## src/rtl/generic_fifo_arb_pkg.sv

```systemverilog
// Shared state encoding, default sizing and helpers for the FIFO write arbiter.
package generic_fifo_arb_pkg;

    localparam int DEF_NUM_REQ        = 4;
    localparam int DEF_PTR_WIDTH      = 3;
    localparam int DEF_NUM_OF_ENTRIES = 8;
    localparam int DEF_DAT_WIDTH      = 50;

    typedef enum logic {
        IDLE = 1'b0,
        LOCK = 1'b1
    } arb_state_e;

    // Successor of a requester index, wrapping at n.
    function automatic int rr_next(input int idx, input int n);
        return (idx + 1 >= n) ? 0 : idx + 1;
    endfunction

endpackage

```

## src/rtl/generic_fifo_wr_arb_if.sv

```systemverilog
// Requester-side handshake plus FIFO write-side bus of the write arbiter.
interface generic_fifo_wr_arb_if
    import generic_fifo_arb_pkg::*;
#(
    parameter int NUM_REQ   = DEF_NUM_REQ,
    parameter int PTR_WIDTH = DEF_PTR_WIDTH,
    parameter int DAT_WIDTH = DEF_DAT_WIDTH
) ();

    logic [NUM_REQ-1:0]           req_valid;
    logic [NUM_REQ-1:0]           req_last;
    logic [NUM_REQ*DAT_WIDTH-1:0] req_data;
    logic [NUM_REQ*DAT_WIDTH-1:0] req_mask;
    logic [NUM_REQ-1:0]           req_ready;
    logic                         wr_op;
    logic [DAT_WIDTH-1:0]         wr_data;
    logic [DAT_WIDTH-1:0]         wr_mask;
    logic [PTR_WIDTH:0]           wr_entry_used;
    logic                         wr_full_err;

    // Requesters and FIFO status drive in; the arbiter answers.
    modport master (
        output req_valid, req_last, req_data, req_mask, wr_entry_used, wr_full_err,
        input  req_ready, wr_op, wr_data, wr_mask
    );

    modport slave (
        input  req_valid, req_last, req_data, req_mask, wr_entry_used, wr_full_err,
        output req_ready, wr_op, wr_data, wr_mask
    );

endinterface

```

## src/rtl/generic_rr_pick.sv

```systemverilog
// Combinational round-robin picker: first valid requester at or above ptr, wrapping.
module generic_rr_pick #(
    parameter int NUM_REQ = 4,
    parameter int IDX_W   = (NUM_REQ > 1) ? $clog2(NUM_REQ) : 1
) (
    input  logic [NUM_REQ-1:0] valid,
    input  logic [IDX_W-1:0]   ptr,
    output logic [NUM_REQ-1:0] onehot,
    output logic [IDX_W-1:0]   idx,
    output logic               found
);

    logic [IDX_W-1:0] k;

    // Scan upward from ptr and latch onto the first valid bit.
    always_comb begin
        onehot = '0;
        idx    = '0;
        found  = 1'b0;
        k      = '0;
        for (int i = 0; i < NUM_REQ; i++) begin
            k = IDX_W'((int'(ptr) + i) % NUM_REQ);
            if (!found && valid[k]) begin
                found     = 1'b1;
                onehot[k] = 1'b1;
                idx       = k;
            end
        end
    end

endmodule

```

## src/rtl/generic_fifo_wr_arb.sv

```systemverilog
// Packet-aware round-robin arbiter merging NUM_REQ requesters into one FIFO write port.
// A multi-beat packet locks the grant to its owner until the last beat is accepted.
module generic_fifo_wr_arb
    import generic_fifo_arb_pkg::*;
#(
    parameter int NUM_REQ        = DEF_NUM_REQ,
    parameter int PTR_WIDTH      = DEF_PTR_WIDTH,
    parameter int NUM_OF_ENTRIES = DEF_NUM_OF_ENTRIES,
    parameter int DAT_WIDTH      = DEF_DAT_WIDTH
) (
    input  logic                 clk,
    input  logic                 sreset_n,
    generic_fifo_wr_arb_if.slave bus,
    output logic [1:0]           grant_id,
    output logic                 busy,
    output logic                 ovf_err
);

    localparam int IDX_W = (NUM_REQ > 1) ? $clog2(NUM_REQ) : 1;
    localparam int CNT_W = PTR_WIDTH + 2;
    localparam logic [CNT_W-1:0] DEPTH = CNT_W'(NUM_OF_ENTRIES);

    arb_state_e           state_q, state_d;
    logic [IDX_W-1:0]     rr_ptr_q, rr_ptr_d;
    logic [IDX_W-1:0]     owner_q, owner_d;
    logic [IDX_W-1:0]     sel_idx;
    logic [1:0]           grant_q, grant_d;
    logic                 ovf_q;
    logic [NUM_REQ-1:0]   pick_onehot;
    logic [IDX_W-1:0]     pick_idx;
    logic                 pick_found;
    logic [NUM_REQ-1:0]   ready;
    logic                 xfer;
    logic [CNT_W-1:0]     fill;
    logic                 space_ok;
    logic                 wr_op_p1;
    logic [DAT_WIDTH-1:0] wr_data_p1;
    logic [DAT_WIDTH-1:0] wr_mask_p1;

    generic_rr_pick #(
        .NUM_REQ(NUM_REQ),
        .IDX_W  (IDX_W)
    ) u_pick (
        .valid (bus.req_valid),
        .ptr   (rr_ptr_q),
        .onehot(pick_onehot),
        .idx   (pick_idx),
        .found (pick_found)
    );

    // The write already in flight counts against free space, so a beat is never
    // accepted into the last slot twice.
    assign fill     = CNT_W'(bus.wr_entry_used) + CNT_W'(wr_op_p1);
    assign space_ok = fill < DEPTH;

    // Next-state, grant bookkeeping and the per-requester accept vector.
    always_comb begin
        state_d  = state_q;
        rr_ptr_d = rr_ptr_q;
        owner_d  = owner_q;
        grant_d  = grant_q;
        ready    = '0;
        xfer     = 1'b0;
        sel_idx  = owner_q;
        if (sreset_n && space_ok) begin
            unique case (state_q)
                IDLE: begin
                    if (pick_found) begin
                        ready   = pick_onehot;
                        xfer    = 1'b1;
                        sel_idx = pick_idx;
                        grant_d = 2'(pick_idx);
                        if (bus.req_last[pick_idx]) begin
                            rr_ptr_d = IDX_W'(rr_next(int'(pick_idx), NUM_REQ));
                        end else begin
                            state_d = LOCK;
                            owner_d = pick_idx;
                        end
                    end
                end
                LOCK: begin
                    ready[owner_q] = 1'b1;
                    if (bus.req_valid[owner_q]) begin
                        xfer = 1'b1;
                        if (bus.req_last[owner_q]) begin
                            state_d  = IDLE;
                            rr_ptr_d = IDX_W'(rr_next(int'(owner_q), NUM_REQ));
                        end
                    end
                end
                default: ;
            endcase
        end
    end

    // Control registers: FSM state, round-robin pointer, owner, grant, sticky overflow.
    always_ff @(posedge clk) begin
        if (!sreset_n) begin
            state_q  <= IDLE;
            rr_ptr_q <= '0;
            owner_q  <= '0;
            grant_q  <= '0;
            ovf_q    <= 1'b0;
        end else begin
            state_q  <= state_d;
            rr_ptr_q <= rr_ptr_d;
            owner_q  <= owner_d;
            grant_q  <= grant_d;
            if (bus.wr_full_err) begin
                ovf_q <= 1'b1;
            end
        end
    end

    // Write stage: the accepted beat reaches the FIFO one cycle later; data holds otherwise.
    always_ff @(posedge clk) begin
        if (!sreset_n) begin
            wr_op_p1   <= 1'b0;
            wr_data_p1 <= '0;
            wr_mask_p1 <= '0;
        end else begin
            wr_op_p1 <= xfer;
            if (xfer) begin
                wr_data_p1 <= bus.req_data[int'(sel_idx)*DAT_WIDTH +: DAT_WIDTH];
                wr_mask_p1 <= bus.req_mask[int'(sel_idx)*DAT_WIDTH +: DAT_WIDTH];
            end
        end
    end

    assign bus.req_ready = ready;
    assign bus.wr_op     = wr_op_p1;
    assign bus.wr_data   = wr_data_p1;
    assign bus.wr_mask   = wr_mask_p1;
    assign grant_id      = grant_q;
    assign busy          = (state_q == LOCK);
    assign ovf_err       = ovf_q;

endmodule

```

## src/flat_wrapper.sv

```systemverilog
// flat-port wrapper written by rule: the top's interface ports become plain ports
module generic_fifo_wr_arb_flat import generic_fifo_arb_pkg::*;
#(
    parameter int NUM_REQ        = DEF_NUM_REQ,
    parameter int PTR_WIDTH      = DEF_PTR_WIDTH,
    parameter int NUM_OF_ENTRIES = DEF_NUM_OF_ENTRIES,
    parameter int DAT_WIDTH      = DEF_DAT_WIDTH
)
  (clk, sreset_n, grant_id, busy, ovf_err, bus_req_valid, bus_req_last, bus_req_data, bus_req_mask, bus_wr_entry_used, bus_wr_full_err, bus_req_ready, bus_wr_op, bus_wr_data, bus_wr_mask);
  generic_fifo_wr_arb_if #(.NUM_REQ(NUM_REQ), .PTR_WIDTH(PTR_WIDTH), .DAT_WIDTH(DAT_WIDTH)) bus_i ();
  input  logic clk;
  input  logic sreset_n;
  output logic [1:0] grant_id;
  output logic busy;
  output logic ovf_err;
  input wire logic [$bits(bus_i.req_valid)-1:0] bus_req_valid;
  input wire logic [$bits(bus_i.req_last)-1:0] bus_req_last;
  input wire logic [$bits(bus_i.req_data)-1:0] bus_req_data;
  input wire logic [$bits(bus_i.req_mask)-1:0] bus_req_mask;
  input wire logic [$bits(bus_i.wr_entry_used)-1:0] bus_wr_entry_used;
  input wire logic [$bits(bus_i.wr_full_err)-1:0] bus_wr_full_err;
  output wire logic [$bits(bus_i.req_ready)-1:0] bus_req_ready;
  output wire logic [$bits(bus_i.wr_op)-1:0] bus_wr_op;
  output wire logic [$bits(bus_i.wr_data)-1:0] bus_wr_data;
  output wire logic [$bits(bus_i.wr_mask)-1:0] bus_wr_mask;
  assign bus_i.req_valid = bus_req_valid;
  assign bus_i.req_last = bus_req_last;
  assign bus_i.req_data = bus_req_data;
  assign bus_i.req_mask = bus_req_mask;
  assign bus_i.wr_entry_used = bus_wr_entry_used;
  assign bus_i.wr_full_err = bus_wr_full_err;
  assign bus_req_ready = bus_i.req_ready;
  assign bus_wr_op = bus_i.wr_op;
  assign bus_wr_data = bus_i.wr_data;
  assign bus_wr_mask = bus_i.wr_mask;
  generic_fifo_wr_arb #(.NUM_REQ(NUM_REQ), .PTR_WIDTH(PTR_WIDTH), .NUM_OF_ENTRIES(NUM_OF_ENTRIES), .DAT_WIDTH(DAT_WIDTH)) u_core (.clk(clk), .sreset_n(sreset_n), .bus(bus_i), .grant_id(grant_id), .busy(busy), .ovf_err(ovf_err));
endmodule
```

## config.mk

```make
export PLATFORM = sky130hd
export DESIGN_NAME = generic_fifo_wr_arb_flat
export DESIGN_NICKNAME = d
export VERILOG_FILES = /design/src/rtl/generic_fifo_arb_pkg.sv /design/src/rtl/generic_fifo_wr_arb_if.sv /design/src/rtl/generic_rr_pick.sv /design/src/rtl/generic_fifo_wr_arb.sv /design/src/flat_wrapper.sv
export SDC_FILE = /design/constraint.sdc
export NUM_CORES = 1
export LEC_CHECK = 0
export BUFFER_PORTS_ARGS = -buffer_cell sky130_fd_sc_hd__clkbuf_2
export CORE_AREA = 4 4 201 203
export DETAILED_ROUTE_END_ITERATION = 10
export DIE_AREA = 0 0 205 207
export PLACE_DENSITY = 0.56
export SYNTH_ARGS = -nofsm -noshare
export SYNTH_HDL_FRONTEND = slang
export SYNTH_SLANG_ARGS = --single-unit
```

## constraint.sdc

```tcl
create_clock -name clk -period 3 [get_ports clk]
set_input_delay 0.15 -clock clk [delete_from_list [all_inputs] [get_ports clk]]
set_output_delay 0.15 -clock clk [all_outputs]
set_load 0.02 [all_outputs]
```

==> run metrics <==
Least-Margin Pin Slew 1010 ps; first-pass GRT wire length 56.1 mm; Residual DRC 0; worst skew pair latency 380 ps; via count 10200; PD cells 523 nW/µm²; router iterations before antenna repair 8; post-synthesis cell area 7810 µm²; Worst Path Buf+Inv 2; worst r2r path cells 9; CTS tree done; VDD IR max 272 µV; CP cell instances buf_6 -> mux4_2 -> and2b_1 -> o211ai_1 -> nand3_4 -> buf_12 -> nand2_1 -> nand3_1 -> a31o_1; initial antenna violation count 2; CP Data Arrival Time 3130 ps; post-synthesis mux area share 0.0307; Slowest-stage cell, CP mux4_2; CP delay by family, top simple AND/OR/NAND/NOR gates; gr usage total 0.164; FP Rows 72; min Tclk post-route 2860 ps; gpl congestion 0.915; Worst Clk Skew 9.08 ps; Max Cap Violations 0; XOR/XNOR Fraction of Synth Area 0.00112; Multi-input gate area 5240 µm²; CP Class register to register; utilization after layout 0.302; htree depth 3; Synth Net Count 1592; Initial Utilization 0.203; initial DRC count 641; die height 207 µm; Post-synth EDFFs 0; HP Start bus_req_data[158]; main combinational cell family by area after synthesis simple AND/OR/NAND/NOR gates; asr flop ratio synth 0; Via density 4.72; CP Capture Type register; synthesized flop and latch total 109; dpl cells 2148; drt wl/cell 17.0 µm; hold path endpoint u_core.bus.wr_data[8]; worst reg-to-reg setup slack 140 ps; Seq. cell area 2180 µm²; nets 2072; grt total ovfl 0; Setup Slack @ Placement 44.2 ps; post-synth cell types 57; Hold Path Depth 4; io pins 524; Syn-to-layout area delta 48.6%; design area 11600 µm²; Clock Sink Count 109; Top FF cell, synth dfxtp_1; layout cell share with drive strength beyond 1 0.383; post-synthesis sequential area ratio 0.279; Routed Antenna Nets 0; hpwl dp 28.9 mm; critical path launch point type register; Fillers 4235; Crit path required time 3270 ps; largest net degree at the start of global routing 105; most common cell after layout, fill and taps aside clkbuf_2; adder-cell share of the synthesized area 0.0208; WL final 36.9 mm; Lkg Pwr 0.00615 µW; final worst slack 140 ps; core area 38500 µm²; RR Startpoint u_core.rr_ptr_q[0]; commonest non-fill, non-tap cells in the layout clkbuf_2, nand2_1, nand3_1; vias in the first global route 10400; Avg Cell Area, Syn 6.71 µm²; Final Hold Viols 0; Synth Area in Compound Gates 0.156; Post-Synth Simple-Gate Area 0.444; Die Footprint 42400 µm²; Clk pin slew, worst setup/hold paths 90 ps; max incr delay on CP 610 ps; Syn Inst Count 1164; placed inst area 11200 µm²; reg2reg end u_core.bus.wr_data[25]; endpoints failing setup 0; total CTS buffers 9; fin crit share 0.953; CTS Buffer Depth 2; Cell Count, Final, Fillers Out 2169; Hold WC Path Type input pin to register; Max-Slew Margin vs Limit 0.328; DIE WIDTH 205 µm; number of I/O port buffers 523; total number of yosys warnings 0; status completed; root buf cell clkbuf_16; setup TNS 0 ps; crit-path max FO 91; Fmax 350 MHz; fin. max-slew vios 0
-- layout make-up --
class | instances | share of cell area
well taps | 518 | 0.0558
repair buffers | 578 | 0.276
clock buffers | 11 | 0.0218
flip-flops and latches | 109 | 0.188
clock inverters | 5 | 0.00356
inverters | 9 | 0.00302
multi-input cells | 937 | 0.451
diodes | 2 | 0.000431
-- how the worst max path moves through the flow --
stage	startpoint	to	cells after the start	slack, ps
floorplan	u_core.rr_ptr_q[0]	u_core.owner_q[0]	12	20
global placement	u_core.rr_ptr_q[0]	u_core.bus.wr_mask[10]	10	60
detailed placement	u_core.rr_ptr_q[0]	u_core.bus.wr_mask[10]	10	40
CTS	u_core.rr_ptr_q[0]	bus_req_ready[0]	10	2
global route	u_core.rr_ptr_q[0]	bus_req_ready[0]	10	-8
finish	u_core.rr_ptr_q[0]	u_core.bus.wr_data[25]	9	140
-- report_power, final --
group	leakage, µW	internal, µW	total [µW]	switching [µW]
combinational	0.00511	1220	3000	1790
clock	0.000144	620	1250	629
sequential	0.000900	1690	1820	132
-- sequential cells by signal, summed over array words and instances (netlist names) --
signal,cells
u_core.bus.wr_data,50
u_core.rr_ptr_q,2
u_core.bus.wr_op,1
u_core.busy,1
u_core.bus.wr_mask,50
u_core.grant_id,2
u_core.ovf_err,1
u_core.owner_q,2
-- synthesized netlist by cell type, types with 3 or more instances --
cell,instances,share of area
nand2_1,411,0.20
nand4_1,3,0.0024
a211oi_1,6,0.0058
o21ai_0,5,0.0032
buf_2,54,0.035
inv_1,8,0.0038
mux2i_1,8,0.010
nor2_1,19,0.0091
nand3_1,206,0.13
and3_1,101,0.081
a31o_1,100,0.11
ha_1,13,0.021
a22oi_1,3,0.0029
a221oi_1,5,0.0056
dfxtp_1,109,0.28
o2111ai_1,3,0.0034
a21oi_1,6,0.0038
mux4_2,5,0.014
clkbuf_1,52,0.025
-- metrics by stage --
stage,hold WS [ps],total power (µW)
6_report,104,6070
2_1_floorplan,266,3610
4_1_cts,74.6,6090
5_1_grt,107,6500
3_3_place_gp,360,4780
3_5_place_dp,374,4790
-- routing by layer --
layer / part of all wire / vias up / track usage
met5: 0 / - / 0
met4: 0.042 / 0 / 0.0783
li1: - / 5013 / -
met1: 0.39 / 4678 / 0.192
met2: 0.48 / 473 / 0.281
met3: 0.085 / 63 / 0.0372
-- cell families after synthesis --
| group | count (synthesis) |
|---|---|
| AND/OR/NAND/NOR | 761 |
| AO/OA/AOI/OAI | 145 |
| buffers and inverters | 118 |
| flip-flops | 109 |
| multiplexers | 17 |
| adder cells (fa/ha/maj) | 13 |
| XOR/XNOR | 1 |
-- repair_timing --
item	in CTS	in global routing
cloned	0	0
buffers inserted	0	2
endpoints found under the hold margin	1	0
pin swaps	0	3
gates resized for setup	3	21
setup endpoints to repair	3	80
hold buffers	1	0
-- tightest hold or removal path, stage by stage --
cell	delay [ps]
clkbuf_2	70
nand2_1	40
nand3_1	70
a31o_1	130
Note: power is estimated with default switching activity, not from simulation.
